[src/rtl/dmem_pkg.sv]
// Shared types and constants for the data-memory controller.
package dmem_pkg;

    typedef enum logic [1:0] {
        StIdle,
        StWait,
        StAccess,
        StResp
    } dmem_state_t;

    localparam int unsigned DMEM_WORD_BYTES = 4;
    localparam int unsigned DMEM_MAX_WAIT   = 15;

endpackage

[src/rtl/dmem_wait_cnt.sv]
// Loadable 4-bit down-counter; zero_o flags the last wait cycle.
module dmem_wait_cnt (
    input  logic       clk,
    input  logic       rst_n,
    input  logic       load_i,
    input  logic [3:0] load_val_i,
    input  logic       dec_i,
    output logic       zero_o
);

    logic [3:0] cnt_q;

    always_ff @(posedge clk or negedge rst_n) begin
        if (!rst_n) begin
            cnt_q <= 4'd0;
        end else if (load_i) begin
            cnt_q <= load_val_i;
        end else if (dec_i && (cnt_q != 4'd0)) begin
            cnt_q <= cnt_q - 4'd1;
        end
    end

    assign zero_o = (cnt_q == 4'd0);

endmodule

[src/rtl/dmem_ctrl.sv]
// LSU-to-SRAM data-memory controller with optional wait states.
// Define DMEM_POSTED_WRITE_EN to acknowledge writes at acceptance and drain them afterwards.
module dmem_ctrl
    import dmem_pkg::*;
#(
    parameter int unsigned MEM_DEPTH_WORDS = 262144,
    parameter int unsigned WAIT_STATES     = 0,
    parameter int unsigned AW              = $clog2(MEM_DEPTH_WORDS)
) (
    input  logic          clk,
    input  logic          rst_n,
    input  logic          dmem_valid_i,
    output logic          dmem_ready_o,
    input  logic [31:0]   dmem_addr_i,
    input  logic [31:0]   dmem_wdata_i,
    input  logic [3:0]    dmem_we_i,
    output logic [31:0]   dmem_rdata_o,
    output logic          dmem_err_o,
    output logic          sram_cs_o,
    output logic [3:0]    sram_we_o,
    output logic [AW-1:0] sram_addr_o,
    output logic [31:0]   sram_wdata_o,
    input  logic [31:0]   sram_rdata_i
);

    localparam int unsigned LSB      = $clog2(DMEM_WORD_BYTES);
    localparam int unsigned WAIT_EFF = (WAIT_STATES > DMEM_MAX_WAIT) ? DMEM_MAX_WAIT : WAIT_STATES;
    localparam logic [3:0]  WAIT_LOAD = (WAIT_EFF > 0) ? 4'(WAIT_EFF - 1) : 4'd0;

    dmem_state_t   state_q;
    logic [AW-1:0] waddr_q;
    logic [3:0]    we_q;
    logic [31:0]   wdata_q;
    logic          oor_q;
    logic          posted_q;
    logic          rd_ok_q;
    logic          ready_q;
    logic          err_q;
    logic          cs_q;
    logic [3:0]    sram_we_q;

    logic          accept;
    logic          req_oor;
    logic          post_ack;
    logic          wait_zero;
    logic [31:0]   addr_hi;
    logic          unused_addr_lsb;

    assign accept          = (state_q == StIdle) && dmem_valid_i;
    assign addr_hi         = dmem_addr_i >> (AW + LSB);
    assign req_oor         = (addr_hi != 32'd0);
    assign unused_addr_lsb = ^dmem_addr_i[LSB-1:0];

`ifdef DMEM_POSTED_WRITE_EN
    assign post_ack = accept && (dmem_we_i != 4'b0000);
`else
    assign post_ack = 1'b0;
`endif

    dmem_wait_cnt u_wait_cnt (
        .clk        (clk),
        .rst_n      (rst_n),
        .load_i     (accept),
        .load_val_i (WAIT_LOAD),
        .dec_i      (state_q == StWait),
        .zero_o     (wait_zero)
    );

    always_ff @(posedge clk or negedge rst_n) begin
        if (!rst_n) begin
            state_q   <= StIdle;
            waddr_q   <= '0;
            we_q      <= 4'b0000;
            wdata_q   <= 32'd0;
            oor_q     <= 1'b0;
            posted_q  <= 1'b0;
            rd_ok_q   <= 1'b0;
            ready_q   <= 1'b0;
            err_q     <= 1'b0;
            cs_q      <= 1'b0;
            sram_we_q <= 4'b0000;
        end else begin
            ready_q   <= 1'b0;
            err_q     <= 1'b0;
            cs_q      <= 1'b0;
            sram_we_q <= 4'b0000;
            case (state_q)
                StIdle: begin
                    if (dmem_valid_i) begin
                        waddr_q  <= dmem_addr_i[AW+LSB-1:LSB];
                        we_q     <= dmem_we_i;
                        wdata_q  <= dmem_wdata_i;
                        oor_q    <= req_oor;
                        posted_q <= post_ack;
                        if (WAIT_EFF > 0) begin
                            state_q <= StWait;
                        end else begin
                            // Out-of-range requests never select the SRAM.
                            state_q   <= StAccess;
                            cs_q      <= !req_oor;
                            sram_we_q <= req_oor ? 4'b0000 : dmem_we_i;
                        end
                    end
                end
                StWait: begin
                    if (wait_zero) begin
                        state_q   <= StAccess;
                        cs_q      <= !oor_q;
                        sram_we_q <= oor_q ? 4'b0000 : we_q;
                    end
                end
                StAccess: begin
                    if (posted_q) begin
                        state_q <= StIdle;
                    end else begin
                        state_q <= StResp;
                        ready_q <= 1'b1;
                        err_q   <= oor_q;
                        rd_ok_q <= (we_q == 4'b0000) && !oor_q;
                    end
                end
                StResp: begin
                    state_q <= StIdle;
                end
                default: begin
                    state_q <= StIdle;
                end
            endcase
        end
    end

    // Posted writes complete combinationally at acceptance.
    assign dmem_ready_o = ready_q | post_ack;
    assign dmem_err_o   = err_q | (post_ack & req_oor);
    assign dmem_rdata_o = (ready_q && rd_ok_q) ? sram_rdata_i : 32'd0;
    assign sram_cs_o    = cs_q;
    assign sram_we_o    = sram_we_q;
    assign sram_addr_o  = waddr_q;
    assign sram_wdata_o = wdata_q;

endmodule
[config.mk]
export PLATFORM = sky130hd
export DESIGN_NAME = dmem_ctrl
export DESIGN_NICKNAME = d
export VERILOG_FILES = /design/src/rtl/dmem_pkg.sv /design/src/rtl/dmem_wait_cnt.sv /design/src/rtl/dmem_ctrl.sv
export SDC_FILE = /design/constraint.sdc
export NUM_CORES = 1
export LEC_CHECK = 0
export BUFFER_PORTS_ARGS = -buffer_cell sky130_fd_sc_hd__buf_2
export CELL_PAD_IN_SITES_DETAIL_PLACEMENT = 0
export CELL_PAD_IN_SITES_GLOBAL_PLACEMENT = 1
export CORE_AREA = 2 2 100 102
export DETAILED_ROUTE_END_ITERATION = 12
export DIE_AREA = 0 0 102 104
export GPL_TIMING_DRIVEN = 0
export PLACE_DENSITY = 0.85
export SKIP_LAST_GASP = 1
export SLEW_MARGIN = 40
export SYNTH_ARGS = -nofsm -noshare
export SYNTH_HDL_FRONTEND = slang
export SYNTH_SLANG_ARGS = --single-unit
[constraint.sdc]
create_clock -name clk -period 5.1 [get_ports clk]
set_input_delay 0.255 -clock clk [delete_from_list [all_inputs] [get_ports clk]]
set_output_delay 0.255 -clock clk [all_outputs]
set_load 0.005 [all_outputs]
# --- Word-level counts from Yosys, hierarchy flattened ---
# Cells that the tools add are included.
classes:
  muxes: 16
  eq_ne: 5
  reduce_logical: 14
  addsub: 1
op_table:
  columns: ["operator", "count"]
  rows:
  - ["two-way mux 32 bit", 1]
  - ["nonzero test 32 bit", 1]
  - ["two-way mux 4 bit", 6]
  - ["logical NOT 4 bit", 2]
  - ["case mux 2 bit (4 select lines)", 1]
  - ["case mux 4 bit (2 select lines)", 1]
  - ["equality test 2 bit, second input constant", 2]
  - ["logical AND 1 bit", 4]
  - ["two-way mux 1 bit", 4]
  - ["two-way mux 2 bit", 2]
  - ["!= test 2 bit, second input constant", 2]
  - ["AND reduction 2 bit", 2]
  - ["nonzero test 4 bit", 1]
  - ["subtractor 4 x 1 -> 4 bit, second input constant", 1]
  - ["equality test 2 x 1 -> 1 bit, second input constant", 1]
  - ["logical NOT 1 bit", 2]
  - ["logical NOT 2 bit", 1]
  - ["case mux 1 bit (2 select lines)", 1]
  - ["nonzero test 2 bit", 1]
word_totals:
  output_inout_bits: 89
  register_bits: 69

# --- Logic depth before layout (Yosys ltp) ---
logic_depth:
  depth_word: 4
  mapped_depth: 5
  ltp_nobuf: 5

# --- By module ---
# A second synthesis with hierarchy kept.
unflattened:
  hier_cells: 228
  area_unflattened_um2: 2976.6
modules_own_cells:
  columns: ["mod", "seq_area_each_um2", "area_each_um2", "n_inst", "cells_per_inst"]
  rows:
  - ["dmem_ctrl", 1626.6, 2706.3, 1, 201]
  - ["dmem_wait_cnt", 100.1, 270.3, 1, 27]

# --- Worst setup path before layout ---
# Ideal clock, no wire load.
synth_path:
  path_kind: "register to register"
  from: "register u_wait_cnt.cnt_q[0]"
  to: "register state_q[0]"
  path_buffers: 0
  t_arrival_ns: 1.528
  path_slack_ns: 3.444
  path_stages_with_launch: 6
  setup_ns: 0.127
  synth_period_minus_slack_ns: 1.656
  t_required_ns: 4.973
  path_cell_list: "dfrtp_1 > inv_1 > ha_1 > or3b_2 > nor2b_1 > or2_2"
synth_between:
  elab_chain_len: 3
synth_rtl:
  columns: ["item", "line", "source"]
  rows:
  - ["start: declaration", "dmem_wait_cnt.sv:11", "logic [3:0] cnt_q;"]
  - ["start signal: assignment", "dmem_wait_cnt.sv:17", "cnt_q <= load_val_i;"]
  - ["start signal: assignment", "dmem_wait_cnt.sv:19", "cnt_q <= cnt_q - 4'd1;"]
  - ["logical NOT 4 bit", "dmem_wait_cnt.sv:23", "assign zero_o = (cnt_q == 4'd0);"]
  - ["!= test 2 bit (no source line)", null, null]
  - ["AND reduction 2 bit (no source line)", null, null]
  - ["end signal: assignment", "dmem_ctrl.sv:71", "state_q <= StIdle;"]
  - ["end signal: assignment", "dmem_ctrl.sv:96", "state_q <= StWait;"]
  - ["end signal: assignment", "dmem_ctrl.sv:99", "state_q <= StAccess;"]
  - ["end: declaration", "dmem_ctrl.sv:30", "dmem_state_t state_q;"]
# Every way passes these cells.
# A chain may end at the register's enable or synchronous reset.

# --- Final worst setup path ---
# Ends and elaborated chain as after synthesis.

==> implementation parameters <==
Parameter                              Value

Yosys
  Synthesized flop and latch total ... 69
  Mean area per synthesized cell ... 9.070 um^2
  Yosys warnings ... 0
  Post-Syn Nets ... 434
  Portion of the post-synthesis area used by sequential elements ... 57.86%
  Mapped Cells ... 329
  Synthesized area ... 2984 um^2
  Yosys cell types ... 28

Layout
  Share of layout cells above drive strength 1 ... 41.79%
  Number of inserted diodes ... 0
  Most common cell after layout, fill and taps aside ... buf_2
  Final-stage net count ... 636
  Number of standard cells in the final layout excluding fillers ... 669
  Highest-count cells in the layout ignoring fill and taps ... buf_2 (193), nand2_1 (164), dfrtp_1 (69)
  Growth of design area from synthesis to finish ... 45.58%

Critical path
  Path depth of the worst reg2reg path ... 5
  Worst R2R End ... state_q[0]
  Element type at the critical path end ... flop
  Worst endpoint data arrival time ... 1970 ps
  FF-to-FF Start ... u_wait_cnt.cnt_q[0]
  Critical-path cell list ... inv_1, ha_1, or3b_2, nor2b_1, or2_2
  Worst-path fanout max ... 4
  Library cell contributing the largest single delay on the critical path ... or3b_2
  R2R setup slack ... 3340 ps
  Worst path max stage delay ... 480 ps
  Class of the most critical setup path ... flop to flop
  Startpoint class of the critical path ... flop
  Required time of the worst setup path ... 5310 ps

Worst hold path
  Start point of the worst hold path ... dmem_wdata_i[7]
  Min-delay worst type ... input port to flop
  Endpoint of the worst hold path ... sram_wdata_o[7]
  Instance count along the most critical hold path ... 3

Drt
  Number of iterations in the first detailed-routing pass ... 4
  Vias per std cell ... 4.369
  Wire length per cell after detailed routing ... 12.42 um
  Violation count after the first detailed-route iteration ... 59
  Final wirelength ... 8309 um
  Post-DRT Antenna Nets ... 0
  Vias after detailed routing ... 2923
  Number of remaining DRC errors ... 0

Clock network
  Clock Sinks ... 69
  Root Buffer Master ... clkbuf_8
  Post-cts gate resize count ... 0
  Clock tree from TritonCTS ... yes
  Count of H-tree levels built during CTS ... 3
  TritonCTS buffer count ... 9
  Clock latency at the later pin of the worst-skew pair ... 330 ps
  Max Buffers Root-to-Sink ... 2
  Clock-pin slew reported for the worst setup and hold paths after clock tree synthesis ... 70 ps

Global route
  Global-route congestion overflow total ... 0
  Via count of the first global-routing pass ... 2785
  Maximum number of pins on one net before global-route repair ... 39
  First-pass GRT wire length ... 12960 um
  Overall Global Routing Usage ... 15.40%
  Number of antenna violations at the first check in global routing ... 0

Job
  Count of maximum capacitance violations ... 0

Floorplanning
  DIE AREA ... 10610 um^2
  CORE AREA ... 9549 um^2
  Die outline height ... 104 um
  Starting density of the core ... 31.25%
  Die width ... 102 um
  Top-level port count ... 192
  Number of rows created at floorplan ... 36

Timing
  Setup violators final ... 0
  Period utilization ... 34.44%
  Final count of hold timing violations ... 0
  Slew HR ... 68.69%
  Max-slew violation total from the final report ... 0
  Final min period ... 1757 ps
  Slew @ Worst Pin ... 465.4 ps
  Setup repair after global routing missed its margin ... false
  Setup ws final ... 3343 ps
  Post-route worst hold slack ... 105.3 ps
  Aggregate negative setup slack ... 0 ps
  Worst Skew ... 8.751 ps
  Peak clock frequency supported by timing ... 569.3 MHz

Pwr
  IR drop worst, VDD ... 218.8 uV
  Total power density per cell area ... 488.8 nW/um^2
  Clk pwr share ... 22.0%
  Internal power component ... 0.001387 W
  Combinational cell fraction of total power ... 35.0%
  Sequential power share ... 43.0%
  Proportion of total power due to net switching ... 34.69%
  Net Switching ... 0.0007365 W
  Static leakage power ... 2.675 nW

Placement
  Port buffer count ... 189
  Routability cong. ... 0.7450
  Final HPWL from detailed placement ... 6588 um
  Placed instance count ... 652
  Setup WS pre-CTS ... 3335 ps

Run status
  Outcome ... completed
## synthesized netlist by cell type (all sizes together)
master / count / area [um^2]
dfrtp: 69 / 1727
nor3: 3 / 20.02
nor2b: 3 / 18.77
or2: 2 / 12.51
nor4b: 1 / 23.77
ha: 2 / 25.02
nor2: 6 / 22.52
nand2b: 1 / 6.260
mux2: 1 / 11.26
o22ai: 1 / 6.260
or3b: 2 / 17.52
nand2: 164 / 615.6
a22o: 4 / 35.03
nor3b: 1 / 7.510
o21ai: 3 / 15.01
and3: 34 / 212.7
nor4: 1 / 6.260
or4: 4 / 37.53
mux2i: 3 / 30.03
and2: 1 / 6.260
clkbuf: 8 / 30.03
a21oi: 1 / 5.000
buf: 10 / 77.57
inv: 4 / 15.01
## cell families after synthesis
group / share of synthesized area [%]
DFF: 57.86
muxes: 1.384
and+or+nand+nor: 33.75
buffers and inverters: 4.109
adders and majority gates: 0.8384
AOI/OAI and AO/OA: 2.054
## layer usage
layer / vias to the layer above / wire, um / share of wire [%] / track usage, %
li1: 1451 / - / - / -
met1: 1328 / 3313 / 40 / 17.34
met2: 134 / 4233 / 51 / 27.77
met3: 10 / 663 / 8.0 / 3.965
met4: 0 / 98 / 1.2 / 5.143
met5: - / 0 / 0 / 0
## sequential cells by signal (all words and copies together) (netlist names), 2 cells and up
signal and count:
sram_wdata_o 32, sram_addr_o 18, sram_we_o 4, u_wait_cnt.cnt_q 4, we_q 4, state_q 2
## what timing repair did
item,in CTS,in global routing
hold endpoints to repair,31,0
buffers inserted,0,0
hold buffers,1,0
## critical path, delay by kind of cell (launching register included)
family / cells / cell delay, ps
adders and majority gates: 1 / 180
buffers and inverters: 1 / 90
and+or+nand+nor: 3 / 960
DFF: 1 / 410
## power groups by stage
stage | sequential, W | combinational (W) | clock [W]
2_1_floorplan | 0.000929 | 0.000386 | 0
3_3_place_gp | 0.000915 | 0.000732 | 0
3_5_place_dp | 0.000922 | 0.000762 | 0
4_1_cts | 0.000917 | 0.000762 | 0.000483
5_1_grt | 0.000948 | 0.000859 | 0.000506
6_report | 0.000913 | 0.000744 | 0.000466
## stage by stage
| stage | power [W] | cell area (um^2) | utilization (%) |
|---|---|---|---|
| finish | 0.002123 | 4344 | 45.49 |
| CTS | 0.002161 | 4344 | 45.49 |
| global placement | 0.001647 | 4096 | 42.90 |
| detailed placement | 0.001685 | 4123 | 43.17 |
| global route | 0.002312 | 4344 | 45.49 |
| floorplan | 0.001314 | 2984 | - |
## cell type report
class,count,area [um^2]
clock buffer,13,168.9
fill,1002,5205
timing repair buffer,191,982.2
clock inverter,3,42.54
tap,133,166.4
multi-input combinational,238,1135
buffer,18,107.6
sequential,69,1727
inverter,4,15.01
## worst max-delay path by stage
stage / from / endpoint / slack (ps) / cells after the start
floorplan: u_wait_cnt.cnt_q[0] / state_q[0] / 3440 / 5
global placement: u_wait_cnt.cnt_q[0] / state_q[0] / 3380 / 5
detailed placement: u_wait_cnt.cnt_q[0] / state_q[0] / 3330 / 5
CTS: u_wait_cnt.cnt_q[0] / state_q[0] / 3330 / 5
global route: u_wait_cnt.cnt_q[0] / state_q[0] / 3260 / 5
finish: u_wait_cnt.cnt_q[0] / state_q[0] / 3340 / 5
(Power assumes the default switching activity.)
